===== config.mk =====
export PLATFORM = sky130hd
export DESIGN_NAME = step_controller
export DESIGN_NICKNAME = d
export VERILOG_FILES = /design/src/rtl/step_controller_pkg.sv /design/src/rtl/step_controller_key_debounce.sv /design/src/rtl/step_controller.sv
export SDC_FILE = /design/constraint.sdc
export NUM_CORES = 1
export LEC_CHECK = 0
export ABC_CLOCK_PERIOD_IN_PS = 2300
export CAP_MARGIN = 15
export CELL_PAD_IN_SITES_DETAIL_PLACEMENT = 1
export CELL_PAD_IN_SITES_GLOBAL_PLACEMENT = 2
export CORE_ASPECT_RATIO = 0.7
export CORE_UTILIZATION = 27
export CTS_CLUSTER_SIZE = 25
export DETAILED_ROUTE_END_ITERATION = 6
export MAX_ROUTING_LAYER = met4
export PLACE_DENSITY_LB_ADDON = 0.1
export SYNTH_ARGS = -nofsm -noshare
export SYNTH_HDL_FRONTEND = slang
export SYNTH_SLANG_ARGS = --single-unit

===== constraint.sdc =====
create_clock -name clk -period 2.3 [get_ports clk]
set_clock_uncertainty 0.1 [all_clocks]
set_input_delay 0.69 -clock clk [delete_from_list [all_inputs] [get_ports clk]]
set_output_delay 0.69 -clock clk [all_outputs]
set_load 0.1 [all_outputs]

===== src/rtl/step_controller_pkg.sv =====
// step_controller_pkg
//   Shared types and constants for the step controller and its key debouncer.
//   - db_state_t : debounce FSM state encoding (also driven onto the db_state debug port)
//   - DIV_W      : width of the free-run divider (holds up to 2^24-1)
//   - RATE_LOG2  : free-run period exponent per rate_sel code (00 -> 2^24 ... 11 -> 2^4)
//   - db_cycles  : debounce window in clk cycles, never less than 1
//   - rate_last  : last divider value of a period (period-1) for a rate_sel code
package step_controller_pkg;

    typedef enum logic [1:0] {
        IDLE       = 2'd0,
        PRESS_WAIT = 2'd1,
        HELD       = 2'd2,
        REL_WAIT   = 2'd3
    } db_state_t;

    localparam int DIV_W = 24;

    localparam int RATE_LOG2 [4] = '{24, 20, 16, 4};

    function automatic int db_cycles(input int clk_hz, input int ms);
        int cycles;
        cycles = clk_hz / 1000 * ms;
        return (cycles < 1) ? 1 : cycles;
    endfunction

    function automatic logic [DIV_W-1:0] rate_last(input logic [1:0] sel);
        logic [31:0] period;
        period = 32'd1 << RATE_LOG2[sel];
        return DIV_W'(period - 32'd1);
    endfunction

endpackage


===== src/rtl/step_controller_key_debounce.sv =====
// key_debounce
//   Synchronises the raw active-low push button and debounces it.
//   Ports:
//     clk, reset   : system clock, asynchronous active-high reset
//     key_n        : raw button, active low, asynchronous to clk
//     key_level    : debounced level, 1 = pressed (registered)
//     press        : one-cycle pulse when key_level rises (registered)
//     state        : current debounce FSM state, for debug visibility
//   Handshake: none; press is a plain single-cycle strobe with no back-pressure.
module key_debounce
    import step_controller_pkg::*;
#(
    parameter int DB_CYCLES = 1
) (
    input  logic       clk,
    input  logic       reset,
    input  logic       key_n,
    output logic       key_level,
    output logic       press,
    output logic [1:0] state
);

    localparam int DBC_W = (DB_CYCLES > 1) ? $clog2(DB_CYCLES) : 1;
    localparam logic [DBC_W-1:0] CNT_LAST = DBC_W'(DB_CYCLES - 1);

    // The synchroniser carries the inverted key so that its reset value of 0
    // reads as "not pressed" rather than a phantom press after reset.
    logic sync1_q, sync2_q;
    logic pressed;

    db_state_t        state_q, state_d;
    logic [DBC_W-1:0] cnt_q, cnt_d;
    logic             level_q, level_d;
    logic             press_q, press_d;

    assign pressed = sync2_q;

    always_comb begin
        state_d = state_q;
        cnt_d   = cnt_q;
        level_d = level_q;
        press_d = 1'b0;
        case (state_q)
            IDLE: begin
                if (pressed) begin
                    state_d = PRESS_WAIT;
                    cnt_d   = '0;
                end
            end
            PRESS_WAIT: begin
                if (!pressed) begin
                    state_d = IDLE;
                end else if (cnt_q == CNT_LAST) begin
                    state_d = HELD;
                    level_d = 1'b1;
                    press_d = 1'b1;
                end else begin
                    cnt_d = cnt_q + DBC_W'(1);
                end
            end
            HELD: begin
                if (!pressed) begin
                    state_d = REL_WAIT;
                    cnt_d   = '0;
                end
            end
            REL_WAIT: begin
                // A bounce back to pressed returns to HELD without touching the level.
                if (pressed) begin
                    state_d = HELD;
                end else if (cnt_q == CNT_LAST) begin
                    state_d = IDLE;
                    level_d = 1'b0;
                end else begin
                    cnt_d = cnt_q + DBC_W'(1);
                end
            end
            default: state_d = IDLE;
        endcase
    end

    always_ff @(posedge clk or posedge reset) begin
        if (reset) begin
            sync1_q <= 1'b0;
            sync2_q <= 1'b0;
            state_q <= IDLE;
            cnt_q   <= '0;
            level_q <= 1'b0;
            press_q <= 1'b0;
        end else begin
            sync1_q <= ~key_n;
            sync2_q <= sync1_q;
            state_q <= state_d;
            cnt_q   <= cnt_d;
            level_q <= level_d;
            press_q <= press_d;
        end
    end

    assign key_level = level_q;
    assign press     = press_q;
    assign state     = state_q;

endmodule


===== src/rtl/step_controller.sv =====
// step_controller
//   Clock-enable source for the monocycle core. Produces single-cycle step_en
//   strobes either from debounced button presses (run=0) or from a free-running
//   divider (run=1), and counts retired steps.
//   Optional feature macro: STEP_CONTROLLER_BREAKPOINT_EN (free-run halts when pc==bp_addr).
//   Ports:
//     clk, reset : 50 MHz clock, asynchronous active-high reset
//     key_n      : raw push button, active low
//     run        : 1 = free-run, 0 = manual step (asynchronous switch)
//     rate_sel   : free-run period 00=2^24, 01=2^20, 10=2^16, 11=2^4 cycles
//     pc,bp_addr : breakpoint compare inputs (ignored without the feature macro)
//     step_en    : one-cycle advance strobe (registered)
//     key_level  : debounced button level, 1 = pressed
//     step_cnt   : step_en pulses since reset, wrapping
//     halted     : free-run stopped at the breakpoint
//     db_state   : debounce FSM state, for debug visibility
//   Handshake: step_en is a fire-and-forget strobe; the core has no ready path.
module step_controller
    import step_controller_pkg::*;
#(
    parameter int CLK_HZ      = 50_000_000,
    parameter int DEBOUNCE_MS = 10,
    parameter int CNT_W       = 16
) (
    input  logic             clk,
    input  logic             reset,
    input  logic             key_n,
    input  logic             run,
    input  logic [1:0]       rate_sel,
    input  logic [31:0]      pc,
    input  logic [31:0]      bp_addr,
    output logic             step_en,
    output logic             key_level,
    output logic [CNT_W-1:0] step_cnt,
    output logic             halted,
    output logic [1:0]       db_state
);

    localparam int DB_CYCLES = db_cycles(CLK_HZ, DEBOUNCE_MS);

    logic             press;
    logic             run_s1_q, run_s2_q;
    logic [DIV_W-1:0] div_q, div_d, div_last;
    logic             step_en_q, step_en_d;
    logic [CNT_W-1:0] step_cnt_q, step_cnt_d;
    logic             running, due, manual_ok, bp_hit;
`ifdef STEP_CONTROLLER_BREAKPOINT_EN
    logic             halted_q, halted_d;
    logic             stepped_q, stepped_d;
`else
    logic             unused_bp;
    assign unused_bp = ^{pc, bp_addr};
`endif

    key_debounce #(
        .DB_CYCLES (DB_CYCLES)
    ) u_key_debounce (
        .clk       (clk),
        .reset     (reset),
        .key_n     (key_n),
        .key_level (key_level),
        .press     (press),
        .state     (db_state)
    );

    always_comb begin
        div_last = rate_last(rate_sel);
`ifdef STEP_CONTROLLER_BREAKPOINT_EN
        bp_hit    = (pc == bp_addr);
        running   = run_s2_q && !halted_q;
        manual_ok = !run_s2_q || halted_q;
`else
        bp_hit    = 1'b0;
        running   = run_s2_q;
        manual_ok = !run_s2_q;
`endif
        // ">=" rather than "==" so a switch to a shorter period while the
        // divider is already past its end fires on the next cycle.
        due        = running && (div_q >= div_last);
        div_d      = (running && !due) ? div_q + DIV_W'(1) : '0;
        step_en_d  = (press && manual_ok) || (due && !bp_hit);
        step_cnt_d = step_cnt_q + CNT_W'(step_en_q);
`ifdef STEP_CONTROLLER_BREAKPOINT_EN
        halted_d  = halted_q;
        stepped_d = stepped_q;
        if (!run_s2_q) begin
            halted_d  = 1'b0;
            stepped_d = 1'b0;
        end else if (halted_q) begin
            // Leave the halt only once a manual step has happened and pc has moved off the breakpoint.
            if (step_en_q) begin
                stepped_d = 1'b1;
            end
            if (stepped_q && !bp_hit) begin
                halted_d  = 1'b0;
                stepped_d = 1'b0;
            end
        end else if (due && bp_hit) begin
            halted_d = 1'b1;
        end
`endif
    end

    always_ff @(posedge clk or posedge reset) begin
        if (reset) begin
            run_s1_q   <= 1'b0;
            run_s2_q   <= 1'b0;
            div_q      <= '0;
            step_en_q  <= 1'b0;
            step_cnt_q <= '0;
`ifdef STEP_CONTROLLER_BREAKPOINT_EN
            halted_q   <= 1'b0;
            stepped_q  <= 1'b0;
`endif
        end else begin
            run_s1_q   <= run;
            run_s2_q   <= run_s1_q;
            div_q      <= div_d;
            step_en_q  <= step_en_d;
            step_cnt_q <= step_cnt_d;
`ifdef STEP_CONTROLLER_BREAKPOINT_EN
            halted_q   <= halted_d;
            stepped_q  <= stepped_d;
`endif
        end
    end

    assign step_en  = step_en_q;
    assign step_cnt = step_cnt_q;
`ifdef STEP_CONTROLLER_BREAKPOINT_EN
    assign halted   = halted_q;
`else
    assign halted   = 1'b0;
`endif

endmodule


==> run metrics, run 1 <==
run status=complete, but fails checks; failing checks=setup timing; Switching Fraction=0.307; Hold Path Origin=run_s1_q$_DFF_PP0_; worst-path maximum fanout=8; number of buffers created by CTS=9; Mean Syn Cell Area=9.97 um^2; top cell type's share of synthesized area=0.463; Final Max Slew Viols=0; RD Place Congestion=0.716; Die W=141 um; setup tns final=-749 ps; initial DRC count=90; area of placed instances=0.00462 mm^2; DRT Wirelength=9910 um; synthesized netlist cell count=369; total number of H-tree levels=3; post-synthesis sequential area ratio=0.463; Comb pwr share=0.216; Initial Util=0.278; number of synthesized flops with an enable pin=0; Clk network pwr share=0.425; clk sink count=68; pre-CTS WS=-760 ps; antenna violations before repair=0; Max Cap Violations=0; CTS tree=done; clk slew on worst S/H paths=50 ps; Avg WL per Cell=16.0 um; final setup violation count=17; CP required=2410 ps; share of synthesized registers carrying an async set or reset=1.00; # fillers=1457; shortest period the worst path allows=2360 ps; Final #Nets=524; largest net degree at the start of global routing=46; hold depth=0; Design Power=3.84 mW; Synth area leaders=dfrtp_1, ha_1, xnor2_1; crit end category=flop; Worst-Skew Late Latency=330 ps; internal power=2.66 mW; first-pass GRT wire length=16700 um; Hold Crit Class=reg2reg; synthesis-stage register bit count=68; Synth area leader=dfrtp_1; Static Leak=2.19 nW; Flop pwr share=0.359; Cell Area, Synth=0.00368 mm^2; dpl hpwl=6950 um; multi-input logic area=0.00212 mm^2; P&R area growth vs syn=42.8%; hold endpoint=run_s2_q$_DFF_PP0_; via/cell ratio=4.78; vias in the first global route=3062; Setup WS post-layout=-60.4 ps; pwr dens=731 mW/mm^2; Sequential Area=0.00171 mm^2; drt pass-1 iters=4; FMAX=424 MHz; Peak VDD IR=0.365 mV; Setup CP Type=in2reg; input/output buffers=25; Distinct cells, synth=53; Die Ht=99.6 um; startpoint type of the worst setup path=input port; core area=0.0132 mm^2; r2r worst-path depth=8; CTS Buffer Depth=2; ant diodes=0; total track usage=0.159; share of cells above drive strength 1=0.279; YS warnings=0; Post-DRT Antenna Nets=0; Final period util=1.03; Root Driver=clkbuf_16; final hold vios=0; Worst R2R End=div_q[5]$_DFF_PP0_; Post-synth top cells=dfrtp_1, nand2_1, nor3_1; RSZ-0062 raised after global routing=yes; via count=2954; R2R Setup Slk=180 ps; grt total ovfl=0; top-count cell post-synth=dfrtp_1; DIE AREA=0.0141 mm^2; Most used DFF post-synth=dfrtp_1; drt drc=0; fin area=0.00525 mm^2; Critical R2R Launch=div_q[0]$_DFF_PP0_; Data arrival, critical path=2470 ps; # IOs=91; Site Rows=35; switching power=1.18 mW
[cell type report]
type / instances / share of cell area
Clock inverter: 5 / 0.0205
Multi-Input combinational cell: 277 / 0.404
Sequential cell: 68 / 0.326
Timing Repair Buffer: 60 / 0.150
Inverter: 12 / 0.00929
Clock buffer: 11 / 0.0462
Tap cell: 185 / 0.0441
[metal layers]
layer | track usage | up-vias | wire (um)
met5 | - | - | 0
met4 | 0.0471 | 0 | 121
met3 | 0.0327 | 9 | 240
met2 | 0.214 | 40 | 3870
met1 | 0.236 | 1437 | 5680
li1 | - | 1468 | -
[power by group through the flow]
stage	registers (mW)	clock network (mW)	logic, mW
after floorplan	1.72	0	0.151
after global placement	1.39	0	0.813
after detailed placement	1.40	0	0.821
after CTS	1.38	1.69	0.836
after global routing	1.39	1.72	0.873
final	1.38	1.63	0.829
[timing repair]
action / CTS / global route
gates cloned: 3 / 0
setup endpoints to repair: 25 / 25
hold buffers: 0 / 0
setup buffers: 4 / 0
endpoints found under the hold margin: 0 / 0
pin swaps: 21 / 9
gates resized for setup: 48 / 5
[state kept, by name (all words and copies together) (netlist names), named ones only]
| name | cells |
|---|---|
| div_q | 24 |
| run_s1_q | 1 |
| run_s2_q | 1 |
| step_cnt | 16 |
| step_en | 1 |
| u_key_debounce.cnt_q | 19 |
| u_key_debounce.key_level | 1 |
| u_key_debounce.press | 1 |
| u_key_debounce.pressed | 1 |
| u_key_debounce.state | 1 |
| u_key_debounce.sync1_q | 1 |
[logic make-up after synthesis]
logic type                 count (synthesis)  synth area share
xor gates and xnor gates                  37            0.0881
DFF                                       68             0.463
and+or+nand+nor                          145             0.216
other                                      1           0.00102
buffers and inverters                     26            0.0293
AOI/OAI and AO/OA                         66             0.115
adders and majority gates                 26            0.0885
[per-stage QoR]
step                utilization  std cells  hold slack, ps
floorplan                     -        370             231
global placement          0.349        596             235
detailed placement        0.349        596             237
CTS                       0.396        619             252
global route              0.397        618             267
finish                    0.397        618             248
[how the worst max path moves through the flow]
stage                      startpoint                  end  slack, ps  depth (start not counted)
final                     rate_sel[1]   div_q[9]$_DFF_PP0_        -60                         11
after global routing      rate_sel[1]    step_en$_DFF_PP0_       -170                         11
after CTS                 rate_sel[1]  div_q[11]$_DFF_PP0_        -70                         11
after detailed placement  rate_sel[0]  div_q[11]$_DFF_PP0_       -760                          9
after global placement    rate_sel[0]   div_q[5]$_DFF_PP0_       -730                          9
after floorplan           rate_sel[0]  div_q[10]$_DFF_PP0_       -120                          8
[critical path, cell delays in order]
cell	delay [ps]
buf_8	100
buf_6	100
and2_4	170
ha_4	290
nand4_1	150
nor3_4	260
a211oi_2	110
a31oi_2	230
buf_6	170
buf_12	140
nor3_2	50
[cell usage in the layout, fill, tap and decap left out, types with 5 or more instances in the layout]
cell type,Yosys,routed
clkbuf_16,0,9
nor4_1,5,5
and3_1,7,7
nor3_2,0,19
nand3_1,23,22
xor2_1,14,14
buf_4,1,28
dfrtp_2,0,6
inv_1,11,10
nand2_1,30,30
o21ai_0,18,18
xnor2_1,23,23
dfrtp_1,68,62
ha_4,0,5
ha_1,26,21
nor2_1,15,14
buf_12,0,23
a21oi_1,13,13
nand4_1,13,13
o31ai_1,7,7
(Power assumes the default switching activity.)
==> run 2: changes to the inputs <==
- CORE_UTILIZATION: 27 -> 28
- SYNTH_HIERARCHICAL: default -> 1
==> run 2 against run 1 <==
The run still ends with setup timing left. Power shrank 3.6%. First-iteration DRC count rose by 27%. Worst hold slack improved by 0.67 ps. Worst setup slack improved by 6.2 ps. Area after synthesis up 5.0%. Critical path depth shrank 1. Cell count is 0.49% lower. Clock power shrank 9%. Combinational power increased by 2%. Via count increased by 2.2%. Maximum frequency rose by 0.26%. Largest cell class unchanged. Highest routed layer unchanged.
==> run metrics, run 2 <==
top cell type's share of synthesized area=0.441; Placed Instances=591; vias in the first global route=3119; share of cells above drive strength 1=0.291; grt total ovfl=0; synthesized netlist cell count=368; synthesis-stage register bit count=68; area of placed instances=0.00471 mm^2; total number of H-tree levels=3; antenna violations before repair=0; Initial Util=0.290; final core utilization=0.402; top-count cell post-synth=dfrtp_1; Worst-Skew Late Latency=330 ps; number of synthesized flops with an enable pin=0; hold buffer count at CTS=0; Most used DFF post-synth=dfrtp_1; largest reg by FF count=div_q; number of buffers created by CTS=9; Max Cap Violations=0; flip-flop count of the largest register after layout=24; crit end category=flop; final std cells w/o fill=615; Post-DRT Antenna Nets=0; post-synthesis sequential area ratio=0.441; CP required=2420 ps; Design Power=3.70 mW; fin area=0.00536 mm^2; input/output buffers=25; RSZ-0062 raised after global routing=yes; Site Rows=35; commonest non-fill, non-tap cell in the layout=dfrtp_1; ant diodes=0; total track usage=0.160; via count=3019; Setup WS post-layout=-54.2 ps; Setup CP Type=in2reg; # IOs=91; failing checks=setup timing; Final period util=1.02; final setup violation count=3; YS warnings=6; FMAX=425 MHz; run status=complete, but fails checks; RD Place Congestion=0.740; Die Ht=100 um; core area=0.0133 mm^2; Synth area leader=dfrtp_1; Cell Area, Synth=0.00386 mm^2; P&R area growth vs syn=38.7%; Data arrival, critical path=2480 ps; Synth area leaders=dfrtp_1, ha_1, nor3_2; Root Driver=clkbuf_16; Static Leak=2.26 nW; Post-synth top cells=dfrtp_1, nand3_1, nand2_1; shortest period the worst path allows=2350 ps; worst-path maximum fanout=6; final hold vios=0; Hold Crit Class=reg2reg; Avg WL per Cell=16.6 um; clk sink count=68; Final Max Slew Viols=0; most frequent cells in the layout=dfrtp_1, nand3_1, nand2_1, buf_12, xnor2_1; dpl hpwl=7050 um; first-pass GRT wire length=17100 um; Distinct cells, synth=52; DRT Wirelength=10200 um; startpoint type of the worst setup path=input port; Mean Syn Cell Area=10.5 um^2; clk slew on worst S/H paths=60 ps; CTS Buffer Depth=2; largest net degree at the start of global routing=26; DIE AREA=0.0143 mm^2; Peak VDD IR=0.269 mV; via/cell ratio=4.91; CTS tree=done; R2R Setup Slk=80 ps; Die W=142 um; share of synthesized registers carrying an async set or reset=1.00; pwr dens=691 mW/mm^2; initial DRC count=114; drt pass-1 iters=4; drt drc=0; Final #Nets=521
-- run 2: cell types whose count changed after synthesis, moves of 4 or more --
cell and delta:
and3_1 +4, clkbuf_1 -6, nand3_1 +8, nor2_1 +4
nor3_1 -23, nor3_2 +20, nor4_1 -4, o21ai_0 -7
xor2_1 +4
-- run 2: repair_timing --
| item | 4_1_cts | 5_1_grt |
|---|---|---|
| pin swaps | 11 | 11 |
| gates cloned | 2 | 1 |
| gates resized for setup | 32 | 21 |
| endpoints found under the setup margin | 25 | 25 |
| buffers inserted | 4 | 1 |
-- run 2: routing by layer --
metal,up-vias,track usage,wire [um]
li1,1453,-,-
met1,1518,0.229,5570
met2,38,0.227,4280
met3,10,0.0363,287
met4,0,0.0372,92
met5,-,-,0
-- run 2: layout make-up --
class,instances,area (um^2)
clock buffer,10,229
clock inverter,6,88.8
fill,1475,7960
inverter,10,37.5
multi-input combinational,280,2270
sequential,68,1700
tap,185,231
timing repair buffer,56,800
-- run 2: cells by family (layout without fill, tap and decap cells) --
kind of cell / count (synthesis) / in the layout / share of synthesized area
compound gates: 56 / 56 / 0.104
buf+inv: 21 / 82 / 0.0301
other cells: 1 / 2 / 0.000972
simple gates: 155 / 155 / 0.246
fa+ha+maj: 26 / 26 / 0.0843
xor+xnor: 38 / 38 / 0.0862
mux: 3 / 3 / 0.00778
flops: 68 / 68 / 0.441
-- run 2: stage by stage --
step	hold WS, ps	setup TNS (ps)	setup WS, ps
6_report	249	-81.7	-54.2
5_1_grt	258	-1170	-92.6
4_1_cts	251	-654	-98.1
2_1_floorplan	231	-1620	-82.4
3_5_place_dp	236	-20590	-852
3_3_place_gp	238	-19850	-821
-- run 2: path summary, 6_finish.rpt --
check | from | end | depth (start not counted)
max | rate_sel[1] | step_en$_DFF_PP0_ | 10
max in group asynchronous | reset | u_key_debounce/cnt_q[4]$_DFFE_PP0P_ | 3
min reg2reg | u_key_debounce/sync1_q$_DFF_PP0_ | u_key_debounce/pressed$_DFF_PP0_ | 0
min in group asynchronous | reset | div_q[14]$_DFF_PP0_ | 3
max reg2reg | div_q[13]$_DFF_PP0_ | step_en$_DFF_PP0_ | 8
min | u_key_debounce/sync1_q$_DFF_PP0_ | u_key_debounce/pressed$_DFF_PP0_ | 0
-- run 2: report_power, final --
part / switching (mW) / total (mW) / internal (mW)
clock: 0.533 / 1.48 / 0.949
combinational: 0.536 / 0.843 / 0.307
sequential: 0.112 / 1.38 / 1.26
-- run 2: worst max-delay path: stages --
cell	delay [ps]
buf_6	90
and2_4	190
ha_4	220
and3_4	170
a221o_1	350
a211oi_2	210
o21ai_2	100
buf_6	140
buf_6	130
o22a_2	190
==> run 3: changes to the inputs <==
- PLACE_DENSITY_LB_ADDON: 0.1 -> 0.05
- SKIP_LAST_GASP: default -> 1
==> run 3 against run 2 <==
The flow still finishes with violations (setup timing). Non-clock buffer count did not move. Sequential power about the same. Routed wire length up 1.6%. Combinational power fell by 0.6%. Flip-flop and latch count is the same. Register-to-register slack improved by 20 ps. Design area barely moved. Cell count decreased by 0.16%. Sequential share of layout area about the same. Maximum frequency about the same. Power down 6.1%. Critical path depth rose by 2.
==> run metrics, run 3 (synthesized netlist as in run 2, its figures left out) <==
run status=complete, but fails checks; failing checks=setup timing; P&R area growth vs syn=38.8%; # IOs=91; Levels on crit path=12; shortest period the worst path allows=2350 ps; antenna violations before repair=0; Avg WL per Cell=16.9 um; pre-CTS WS=-899 ps; Initial Util=0.290; Data arrival, critical path=2470 ps; Static Leak=2.25 nW; grt total ovfl=0; clk slew on worst S/H paths=60 ps; Placed Instances=591; largest reg by FF count=div_q; pwr dens=648 mW/mm^2; critical path's top delay family=buffers and inverters; Max Cap Violations=0; flip-flop count of the largest register after layout=24; dpl hpwl=7250 um; CP Buf/Inv Count=5; slew margin rel.=0.668; DRT Wirelength=10400 um; Die Ht=100 um; clk sink count=68; Post-DRT Antenna Nets=0; multi-input logic area=0.00232 mm^2; RD Place Congestion=0.749; Final #Nets=521; core area=0.0133 mm^2; final std cells w/o fill=614; r2r worst-path depth=7; # fillers=1458; FMAX=425 MHz; Setup WS post-layout=-54.7 ps; worst-path maximum fanout=8; Final period util=1.02; Design Power=3.48 mW; drt pass-1 iters=4; CTS tree=done; CP required=2410 ps; Hold Crit Class=reg2reg; Site Rows=35; final setup violation count=24; Worst-Skew Late Latency=330 ps; number of buffers created by CTS=9; via/cell ratio=4.90; first-pass GRT wire length=17600 um; ant diodes=0; Root Driver=clkbuf_16; commonest non-fill, non-tap cell in the layout=dfrtp_1; Crit-path slowest cell=ha_4; via count=3008; largest net degree at the start of global routing=26; share of cells above drive strength 1=0.289; Largest stage delay, worst path=270 ps; final core utilization=0.403; RSZ-0062 raised after global routing=yes; Sequential Area=0.00170 mm^2; Final Max Slew Viols=0; Die W=142 um; area of placed instances=0.00474 mm^2; actual slew at the worst max-slew pin=495 ps; hold depth=0; initial DRC count=121; fin area=0.00536 mm^2; total track usage=0.168; crit-path cells=buf_6 -> and2_4 -> buf_6 -> buf_8 -> ha_4 -> o2111ai_2 -> a21o_1 -> a21oi_2 -> o211a_1 -> buf_6 -> buf_12 -> nor3_2; Top cell by count, worst path=buf_6; drt drc=0; startpoint type of the worst setup path=input port; final hold vios=0; CTS Buffer Depth=2; Peak VDD IR=0.342 mV; DIE AREA=0.0143 mm^2; input/output buffers=25; vias in the first global route=3147; most frequent cells in the layout=dfrtp_1, nand3_1, nand2_1, buf_12, xnor2_1; crit end category=flop; total number of H-tree levels=3; Setup CP Type=in2reg; hold buffer count at CTS=0
[run 3: cell types whose count changed in the layout (fill, tap and decap cells not counted), moves of 2 or more]
cell        previous run  this run
nor3_2                15        10
nor3_4                 8        13
buf_4                 19        17
buf_8                  1         3
bufinv_16              2         0
clkinv_2               1         3
clkinvlp_4             2         0
o21ai_2                2         0
[run 3: per-layer routing]
| metal | share of wire | track usage | vias to the layer above |
|---|---|---|---|
| met1 | 0.58 | 0.270 | 1507 |
| met2 | 0.38 | 0.205 | 38 |
| met3 | 0.037 | 0.0348 | 8 |
| li1 | - | - | 1455 |
| met5 | 0 | - | - |
| met4 | 0.0083 | 0.0347 | 0 |
[run 3: area by class of cell]
| type | instances | area share |
|---|---|---|
| clock buffers | 12 | 0.0460 |
| clock inverters | 3 | 0.00280 |
| inverters | 10 | 0.00700 |
| multi-input cells | 280 | 0.432 |
| flip-flops and latches | 68 | 0.318 |
| well taps | 185 | 0.0432 |
| repair buffers | 56 | 0.151 |
[run 3: stage by stage]
stage          TNS (ps)  hold slack [ps]
2_1_floorplan     -1620              231
3_5_place_dp     -20530              236
5_1_grt           -2020              269
4_1_cts           -1700              250
3_3_place_gp     -19890              235
6_report           -725              248
[run 3: what timing repair did]
action / 4_1_cts / 5_1_grt
setup endpoints to repair: 25 / 25
resized for setup: 30 / 32
cloned: 3 / 0
buffers inserted: 3 / 6
pin swaps: 10 / 22
[run 3: worst paths after layout]
path | slack, ps | endpoint | from
max | -50 | div_q[12]$_DFF_PP0_ | rate_sel[0]
min | 250 | u_key_debounce/pressed$_DFF_PP0_ | u_key_debounce/sync1_q$_DFF_PP0_
max reg2reg | 100 | step_en$_DFF_PP0_ | div_q[13]$_DFF_PP0_
min reg2reg | 250 | u_key_debounce/pressed$_DFF_PP0_ | u_key_debounce/sync1_q$_DFF_PP0_
max in group asynchronous | 1040 | div_q[8]$_DFF_PP0_ | reset
min in group asynchronous | 590 | step_cnt[10]$_DFF_PP0_ | reset
[run 3: worst reg2reg max path: stages, from the launching register on]
cell	delay [ps]
dfrtp_1	460
ha_4	270
and3_4	170
a221o_1	320
a211oi_2	260
o21ai_4	170
buf_12	170
o22a_2	180
[run 3: where the power goes]
part           switching, mW  total [mW]  internal (mW)
combinational          0.537       0.838          0.301
sequential             0.115        1.38           1.27
clock                  0.509        1.26          0.748
total                   1.16        3.48           2.31
